### src/rtl/sha_compress.sv
// SHA-256 block compression: one round per cycle over a 16-word sliding message
// schedule, folding each block into the chaining state and emitting the final digest.
module sha_compress #(
  parameter int NW = 32,
  parameter int NB = 512,
  parameter int NR = 64
) (
  input  logic            clk,
  input  logic            rst,
  input  logic [NB-1:0]   Block,
  input  logic            Start,
  input  logic            First,
  input  logic            Last,
  output logic            Ready,
  output logic [8*NW-1:0] Hash,
  output logic            Valid
);

  localparam int TW = $clog2(NR);

  localparam logic [8*NW-1:0] IV_VEC = {
    32'h6a09e667, 32'hbb67ae85, 32'h3c6ef372, 32'ha54ff53a,
    32'h510e527f, 32'h9b05688c, 32'h1f83d9ab, 32'h5be0cd19
  };

  localparam logic [NR*NW-1:0] K_TAB = {
    32'h428a2f98, 32'h71374491, 32'hb5c0fbcf, 32'he9b5dba5, 32'h3956c25b, 32'h59f111f1, 32'h923f82a4, 32'hab1c5ed5,
    32'hd807aa98, 32'h12835b01, 32'h243185be, 32'h550c7dc3, 32'h72be5d74, 32'h80deb1fe, 32'h9bdc06a7, 32'hc19bf174,
    32'he49b69c1, 32'hefbe4786, 32'h0fc19dc6, 32'h240ca1cc, 32'h2de92c6f, 32'h4a7484aa, 32'h5cb0a9dc, 32'h76f988da,
    32'h983e5152, 32'ha831c66d, 32'hb00327c8, 32'hbf597fc7, 32'hc6e00bf3, 32'hd5a79147, 32'h06ca6351, 32'h14292967,
    32'h27b70a85, 32'h2e1b2138, 32'h4d2c6dfc, 32'h53380d13, 32'h650a7354, 32'h766a0abb, 32'h81c2c92e, 32'h92722c85,
    32'ha2bfe8a1, 32'ha81a664b, 32'hc24b8b70, 32'hc76c51a3, 32'hd192e819, 32'hd6990624, 32'hf40e3585, 32'h106aa070,
    32'h19a4c116, 32'h1e376c08, 32'h2748774c, 32'h34b0bcb5, 32'h391c0cb3, 32'h4ed8aa4a, 32'h5b9cca4f, 32'h682e6ff3,
    32'h748f82ee, 32'h78a5636f, 32'h84c87814, 32'h8cc70208, 32'h90befffa, 32'ha4506ceb, 32'hbef9a3f7, 32'hc67178f2
  };

  typedef enum logic [1:0] {IDLE, ROUND, UPDATE} state_t;

  function automatic logic [NW-1:0] rotr(input logic [NW-1:0] x, input int n);
    return (x >> n) | (x << (NW - n));
  endfunction

  function automatic logic [NW-1:0] big_s0(input logic [NW-1:0] x);
    return rotr(x, 2) ^ rotr(x, 13) ^ rotr(x, 22);
  endfunction

  function automatic logic [NW-1:0] big_s1(input logic [NW-1:0] x);
    return rotr(x, 6) ^ rotr(x, 11) ^ rotr(x, 25);
  endfunction

  function automatic logic [NW-1:0] small_s0(input logic [NW-1:0] x);
    return rotr(x, 7) ^ rotr(x, 18) ^ (x >> 3);
  endfunction

  function automatic logic [NW-1:0] small_s1(input logic [NW-1:0] x);
    return rotr(x, 17) ^ rotr(x, 19) ^ (x >> 10);
  endfunction

  function automatic logic [NW-1:0] ch(input logic [NW-1:0] x, input logic [NW-1:0] y,
                                       input logic [NW-1:0] z);
    return (x & y) ^ (~x & z);
  endfunction

  function automatic logic [NW-1:0] maj(input logic [NW-1:0] x, input logic [NW-1:0] y,
                                        input logic [NW-1:0] z);
    return (x & y) ^ (x & z) ^ (y & z);
  endfunction

  function automatic logic [NW-1:0] iv(input int k);
    return IV_VEC[(7 - k)*NW +: NW];
  endfunction

  function automatic logic [NW-1:0] k_word(input logic [TW-1:0] idx);
    return K_TAB[(NR - 1 - int'(idx))*NW +: NW];
  endfunction

  state_t        state;
  logic [TW-1:0] t;
  logic          first_q;
  logic          last_q;
  logic [NW-1:0] hs [8];
  logic [NW-1:0] w  [16];
  logic [NW-1:0] wv [8];

  logic [NW-1:0]   t1;
  logic [NW-1:0]   t2;
  logic [NW-1:0]   w_new;
  logic [NW-1:0]   h_sum [8];
  logic [8*NW-1:0] h_flat;

  always_comb begin
    t1     = wv[7] + big_s1(wv[4]) + ch(wv[4], wv[5], wv[6]) + k_word(t) + w[0];
    t2     = big_s0(wv[0]) + maj(wv[0], wv[1], wv[2]);
    w_new  = small_s1(w[14]) + w[9] + small_s0(w[1]) + w[0];
    h_flat = '0;
    for (int k = 0; k < 8; k++) begin
      // A First block starts from IV regardless of whatever H currently holds.
      h_sum[k] = (first_q ? iv(k) : hs[k]) + wv[k];
      h_flat[(7 - k)*NW +: NW] = h_sum[k];
    end
  end

  // Control and chaining state
  always_ff @(posedge clk) begin
    if (!rst) begin
      state   <= IDLE;
      Ready   <= 1'b1;
      Valid   <= 1'b0;
      Hash    <= '0;
      t       <= '0;
      first_q <= 1'b0;
      last_q  <= 1'b0;
      for (int k = 0; k < 8; k++) hs[k] <= iv(k);
    end else begin
      Valid <= 1'b0;
      case (state)
        IDLE: begin
          if (Start) begin
            first_q <= First;
            last_q  <= Last;
            t       <= '0;
            Ready   <= 1'b0;
            state   <= ROUND;
          end
        end
        ROUND: begin
          t <= t + 1'b1;
          if (t == TW'(NR - 1)) state <= UPDATE;
        end
        UPDATE: begin
          for (int k = 0; k < 8; k++) hs[k] <= h_sum[k];
          if (last_q) begin
            Hash  <= h_flat;
            Valid <= 1'b1;
          end
          Ready <= 1'b1;
          state <= IDLE;
        end
        default: begin
          Ready <= 1'b1;
          state <= IDLE;
        end
      endcase
    end
  end

  // Message schedule window and working variables a..h (wv[0]..wv[7])
  always_ff @(posedge clk) begin
    if (state == IDLE && Start) begin
      for (int i = 0; i < 16; i++) w[i] <= Block[i*NW +: NW];
      for (int k = 0; k < 8; k++) wv[k] <= First ? iv(k) : hs[k];
    end else if (state == ROUND) begin
      for (int i = 0; i < 15; i++) w[i] <= w[i+1];
      w[15] <= w_new;
      wv[0] <= t1 + t2;
      wv[1] <= wv[0];
      wv[2] <= wv[1];
      wv[3] <= wv[2];
      wv[4] <= wv[3] + t1;
      wv[5] <= wv[4];
      wv[6] <= wv[5];
      wv[7] <= wv[6];
    end
  end

endmodule
### config.mk
export PLATFORM = sky130hd
export DESIGN_NAME = sha_compress
export DESIGN_NICKNAME = d
export VERILOG_FILES = /design/src/rtl/sha_compress.sv
export SDC_FILE = /design/constraint.sdc
export NUM_CORES = 2
export LEC_CHECK = 0
export ABC_CLOCK_PERIOD_IN_PS = 63200
export CORE_MARGIN = 4
export CORE_UTILIZATION = 63
export DETAILED_ROUTE_END_ITERATION = 16
export PLACE_DENSITY = 0.87
export SLEW_MARGIN = 20
export SYNTH_ARGS = -nofsm -noshare
export SYNTH_HDL_FRONTEND = slang
export SYNTH_SLANG_ARGS = --single-unit
### constraint.sdc
create_clock -name clk -period 63.2 [get_ports clk]
set_input_delay 12.64 -clock clk [delete_from_list [all_inputs] [get_ports clk]]
set_output_delay 12.64 -clock clk [all_outputs]
set_load 0.02 [all_outputs]
==> impl_results.html <==
<table>
<tr><th>Metric</th><th>Value</th></tr>
<tr><th colspan="2">CTS</th></tr>
<tr><td>Count of cells resized by post-cts repair</td><td>0</td></tr>
<tr><td>Root Driver</td><td>sky130_fd_sc_hd__clkbuf_16</td></tr>
<tr><td>Number of buffers on the longest clock path</td><td>3</td></tr>
<tr><td>Source-to-sink clock delay at the later pin of the worst-skew pair</td><td>0.79 ns</td></tr>
<tr><td>Hold buffer count at cts</td><td>0</td></tr>
<tr><td>CTS Buf Count</td><td>139</td></tr>
<tr><td>Post-CTS Setup Inserts</td><td>0</td></tr>
<tr><td>CTS tree</td><td>built</td></tr>
<tr><td>Depth of the CTS H-tree</td><td>4</td></tr>
<tr><td>Clock input transition at the sequential cells of the worst setup and hold paths</td><td>0.06 ns</td></tr>
<tr><td>Number of sinks handled by clock tree synthesis</td><td>1292</td></tr>
<tr><th colspan="2">Logic synthesis</th></tr>
<tr><td>Share of Yosys cell area claimed by the top area cell type</td><td>37.81%</td></tr>
<tr><td>Synthesized flop and latch total</td><td>1292</td></tr>
<tr><td>Cells taking the most area after synthesis</td><td>sky130_fd_sc_hd__edfxtp_1 38%, sky130_fd_sc_hd__nand2_1 10%, sky130_fd_sc_hd__dfxtp_1 6.6%, sky130_fd_sc_hd__ha_1 6.0%, sky130_fd_sc_hd__fa_1 4.8%</td></tr>
<tr><td>Cell Area, Synth</td><td>81340 um2</td></tr>
<tr><td>Instance count of the mapped netlist</td><td>8939</td></tr>
<tr><td>Leading post-synthesis cells by instance count</td><td>2242 x sky130_fd_sc_hd__nand2_1, 1024 x sky130_fd_sc_hd__edfxtp_1, 604 x sky130_fd_sc_hd__nor2_1</td></tr>
<tr><td>Total nets after synthesis</td><td>10040</td></tr>
<tr><td>Warnings from Yosys</td><td>0</td></tr>
<tr><td>Async S/R FF share, synth</td><td>0%</td></tr>
<tr><td>Number of unique standard cell types used by synthesis</td><td>87</td></tr>
<tr><td>Biggest area consumer among synthesized cells</td><td>sky130_fd_sc_hd__edfxtp_1</td></tr>
<tr><td>Cell with the most instances after synthesis</td><td>sky130_fd_sc_hd__nand2_1</td></tr>
<tr><td>Mean Syn Cell Area</td><td>9.099 um2</td></tr>
<tr><td>Share of the yosys chip area belonging to registers</td><td>44.40%</td></tr>
<tr><td>Synth Flop Type</td><td>sky130_fd_sc_hd__edfxtp_1</td></tr>
<tr><td>Number of synthesized flops with an enable pin</td><td>1024</td></tr>
<tr><th colspan="2">Placement</th></tr>
<tr><td># port buffers</td><td>774</td></tr>
<tr><td>GP Congestion</td><td>1.067</td></tr>
<tr><td>Sum of net half-perimeters after detailed placement</td><td>237.8 mm</td></tr>
<tr><td>DP Area</td><td>90010 um2</td></tr>
<tr><th colspan="2">Critical path</th></tr>
<tr><td>Crit path cell chain</td><td>clkdlybuf4s50_1 &gt; nor2_1 &gt; or2_2 &gt; inv_8 &gt; buf_12 &gt; buf_4</td></tr>
<tr><td>Data required time at the worst endpoint</td><td>63.59 ns</td></tr>
<tr><td>Start point of the critical path</td><td>Start</td></tr>
<tr><td>Standard cell with the maximum stage delay on the critical path</td><td>sky130_fd_sc_hd__buf_4</td></tr>
<tr><td>Data arrival time at the worst-slack endpoint</td><td>16.53 ns</td></tr>
<tr><td>Launching element type of the critical path</td><td>input port</td></tr>
<tr><td>Endpoint class of the critical path</td><td>flop</td></tr>
<tr><td>Buf+Inv Stages, Crit Path</td><td>4</td></tr>
<tr><td>Critical path's top delay family</td><td>buffers and inverters</td></tr>
<tr><td>RR Startpoint</td><td>t[1]</td></tr>
<tr><td>Critical Path Fanout Max</td><td>202</td></tr>
<tr><td>Critical path class</td><td>in2reg</td></tr>
<tr><td>Crit-path max cell delay</td><td>1.00 ns</td></tr>
<tr><th colspan="2">STA</th></tr>
<tr><td>Setup repair after global routing missed its margin</td><td>no</td></tr>
<tr><td>Number of pins with negative max-slew slack in the final report</td><td>0</td></tr>
<tr><td>Share of the clock period used by the worst path</td><td>25.54%</td></tr>
<tr><td>Maximum frequency from static timing analysis</td><td>61.95 MHz</td></tr>
<tr><td>Transition at the pin with the smallest max-transition slack</td><td>1.202 ns</td></tr>
<tr><td>Worst clock skew</td><td>0.02650 ns</td></tr>
<tr><td>Final count of negative-setup-slack endpoints</td><td>0</td></tr>
<tr><td>Max_slew headroom</td><td>19.85%</td></tr>
<tr><td>Final worst path period need</td><td>16.14 ns</td></tr>
<tr><td>Final hold viol count</td><td>0</td></tr>
<tr><td>Post-route setup TNS</td><td>0 ns</td></tr>
<tr><th colspan="2">Detailed routing</th></tr>
<tr><td>Number of DRC markers in iteration 0</td><td>11980</td></tr>
<tr><td>DRC violations left</td><td>0</td></tr>
<tr><td>Pre-Repair DR Iteration Count</td><td>10</td></tr>
<tr><td>Vias after detailed routing</td><td>72750</td></tr>
<tr><td>Routed WL per cell</td><td>28.14 um</td></tr>
<tr><td>Via-per-instance ratio</td><td>6.459</td></tr>
<tr><td>Routed wire length</td><td>316.9 mm</td></tr>
<tr><td>ANT nets after route</td><td>0</td></tr>
<tr><th colspan="2">Final layout</th></tr>
<tr><td>Cell area after layout</td><td>94630 um2</td></tr>
<tr><td>Final standard cell utilization of the core</td><td>74.02%</td></tr>
<tr><td>Synthesis-to-finish area growth</td><td>16.35%</td></tr>
<tr><td>Count of nets after finishing</td><td>10540</td></tr>
<tr><td>Fraction of layout cells with a size suffix above 1</td><td>5.309%</td></tr>
<tr><th colspan="2">Floorplanning</th></tr>
<tr><td>Die outline area</td><td>134900 um2</td></tr>
<tr><td>Rows</td><td>131</td></tr>
<tr><td>Num ports</td><td>775</td></tr>
<tr><td>Initial core utilization</td><td>63.62%</td></tr>
<tr><td>Total core area</td><td>127800 um2</td></tr>
<tr><td>Vertical die dimension</td><td>367.3 um</td></tr>
<tr><td>Die outline width</td><td>367.3 um</td></tr>
<tr><th colspan="2">Global route</th></tr>
<tr><td>Global-route total usage across every layer</td><td>45.26%</td></tr>
<tr><td>Pin count of the biggest net entering global routing</td><td>203</td></tr>
<tr><td>Initial antenna violation count</td><td>62</td></tr>
<tr><td>Via count of the first global-routing pass</td><td>67940</td></tr>
<tr><td>First-pass GRT wire length</td><td>451.4 mm</td></tr>
<tr><td>Total overflow reported by the global router</td><td>0</td></tr>
<tr><th colspan="2">Worst hold path</th></tr>
<tr><td>Startpoint of the lowest-slack hold path</td><td>Hash[2]</td></tr>
<tr><td>Path category of the worst min-delay check</td><td>reg2reg</td></tr>
<tr><th colspan="2">Job</th></tr>
<tr><td>Max-cap violations</td><td>0</td></tr>
<tr><th colspan="2">Run status</th></tr>
<tr><td>Outcome</td><td>completed</td></tr>
</table>
layer usage:
layer  routed length (um)  vias up  track usage [%]
met5                  152        -                0
met4                19780       20            23.65
met3                48430      961            15.48
met2               132000     5449            64.68
met1               116500    34720            61.11
li1                     -    31600                -
logic make-up (layout without fill, tap and decap cells):
logic type / count (synthesis) / count (layout) / share of synthesized area (%)
XOR/XNOR: 581 / 581 / 6.256
AO/OA/AOI/OAI: 1705 / 1705 / 13.07
flip-flops: 1292 / 1292 / 44.40
other: 0 / 51 / 0
multiplexers: 54 / 54 / 0.8322
AND/OR/NAND/NOR: 3801 / 3801 / 20.38
buffers and inverters: 920 / 1531 / 4.247
adder cells (fa/ha/maj): 586 / 586 / 10.80
state kept, by name, summed over array words and instances, names as in the netlist:
name / count
state: 2
last_q: 1
w: 512
t: 6
first_q: 1
Hash: 256
Valid: 1
Ready: 1
hs: 256
wv: 256
final timing paths:
kind                    end  depth (start not counted)  slack, ns
setup / recovery  w[0][146]                          6      47.06
hold / removal      Hash[2]                          2       0.46
setup reg to reg  wv[0][27]                         34      52.77
hold reg to reg     Hash[2]                          2       0.46
stage by stage:
stage | setup WS (ns) | instances | hold WS [ns]
2_1_floorplan | 33.77 | 8939 | 0.4450
4_1_cts | 47.28 | 11210 | 0.4569
6_report | 47.06 | 11260 | 0.4555
3_3_place_gp | 46.52 | 10960 | 0.4407
5_1_grt | 46.92 | 11250 | 0.4786
3_5_place_dp | 46.47 | 10960 | 0.4484
tightest hold or removal path, delay by kind of cell, from the launching register on:
family	cells	cell delay [ns]
flip-flops	1	0.31
AND/OR/NAND/NOR	1	0.05
AO/OA/AOI/OAI	1	0.05
final cells by class:
| type | count | area (um2) |
|---|---|---|
| diodes | 51 | 127.6 |
| clock inverters | 62 | 533.0 |
| flip-flops and latches | 1292 | 36130 |
| well taps | 1662 | 2079 |
| fillers | 9182 | 33210 |
| clock buffers | 189 | 3935 |
| inverters | 429 | 1625 |
| repair buffers | 851 | 8386 |
| multi-input cells | 6727 | 41820 |
layout by cell type, fill, tap and decap left out, drive strengths merged, types with 96 or more instances in the layout:
master	count
ha	388
a21oi	474
dfxtp	268
nand3	147
nor2b	155
clkdlybuf4s50	772
nor3	101
inv	435
o21ai	485
fa	195
edfxtp	1024
nand3b	128
nand2	2242
o21a	96
or2	142
xor2	226
nor2	604
clkbuf	189
a21o	203
xnor2	355
Power is not shown: default switching activity piles up to over one toggle a cycle in this logic, so the estimate is an artifact.
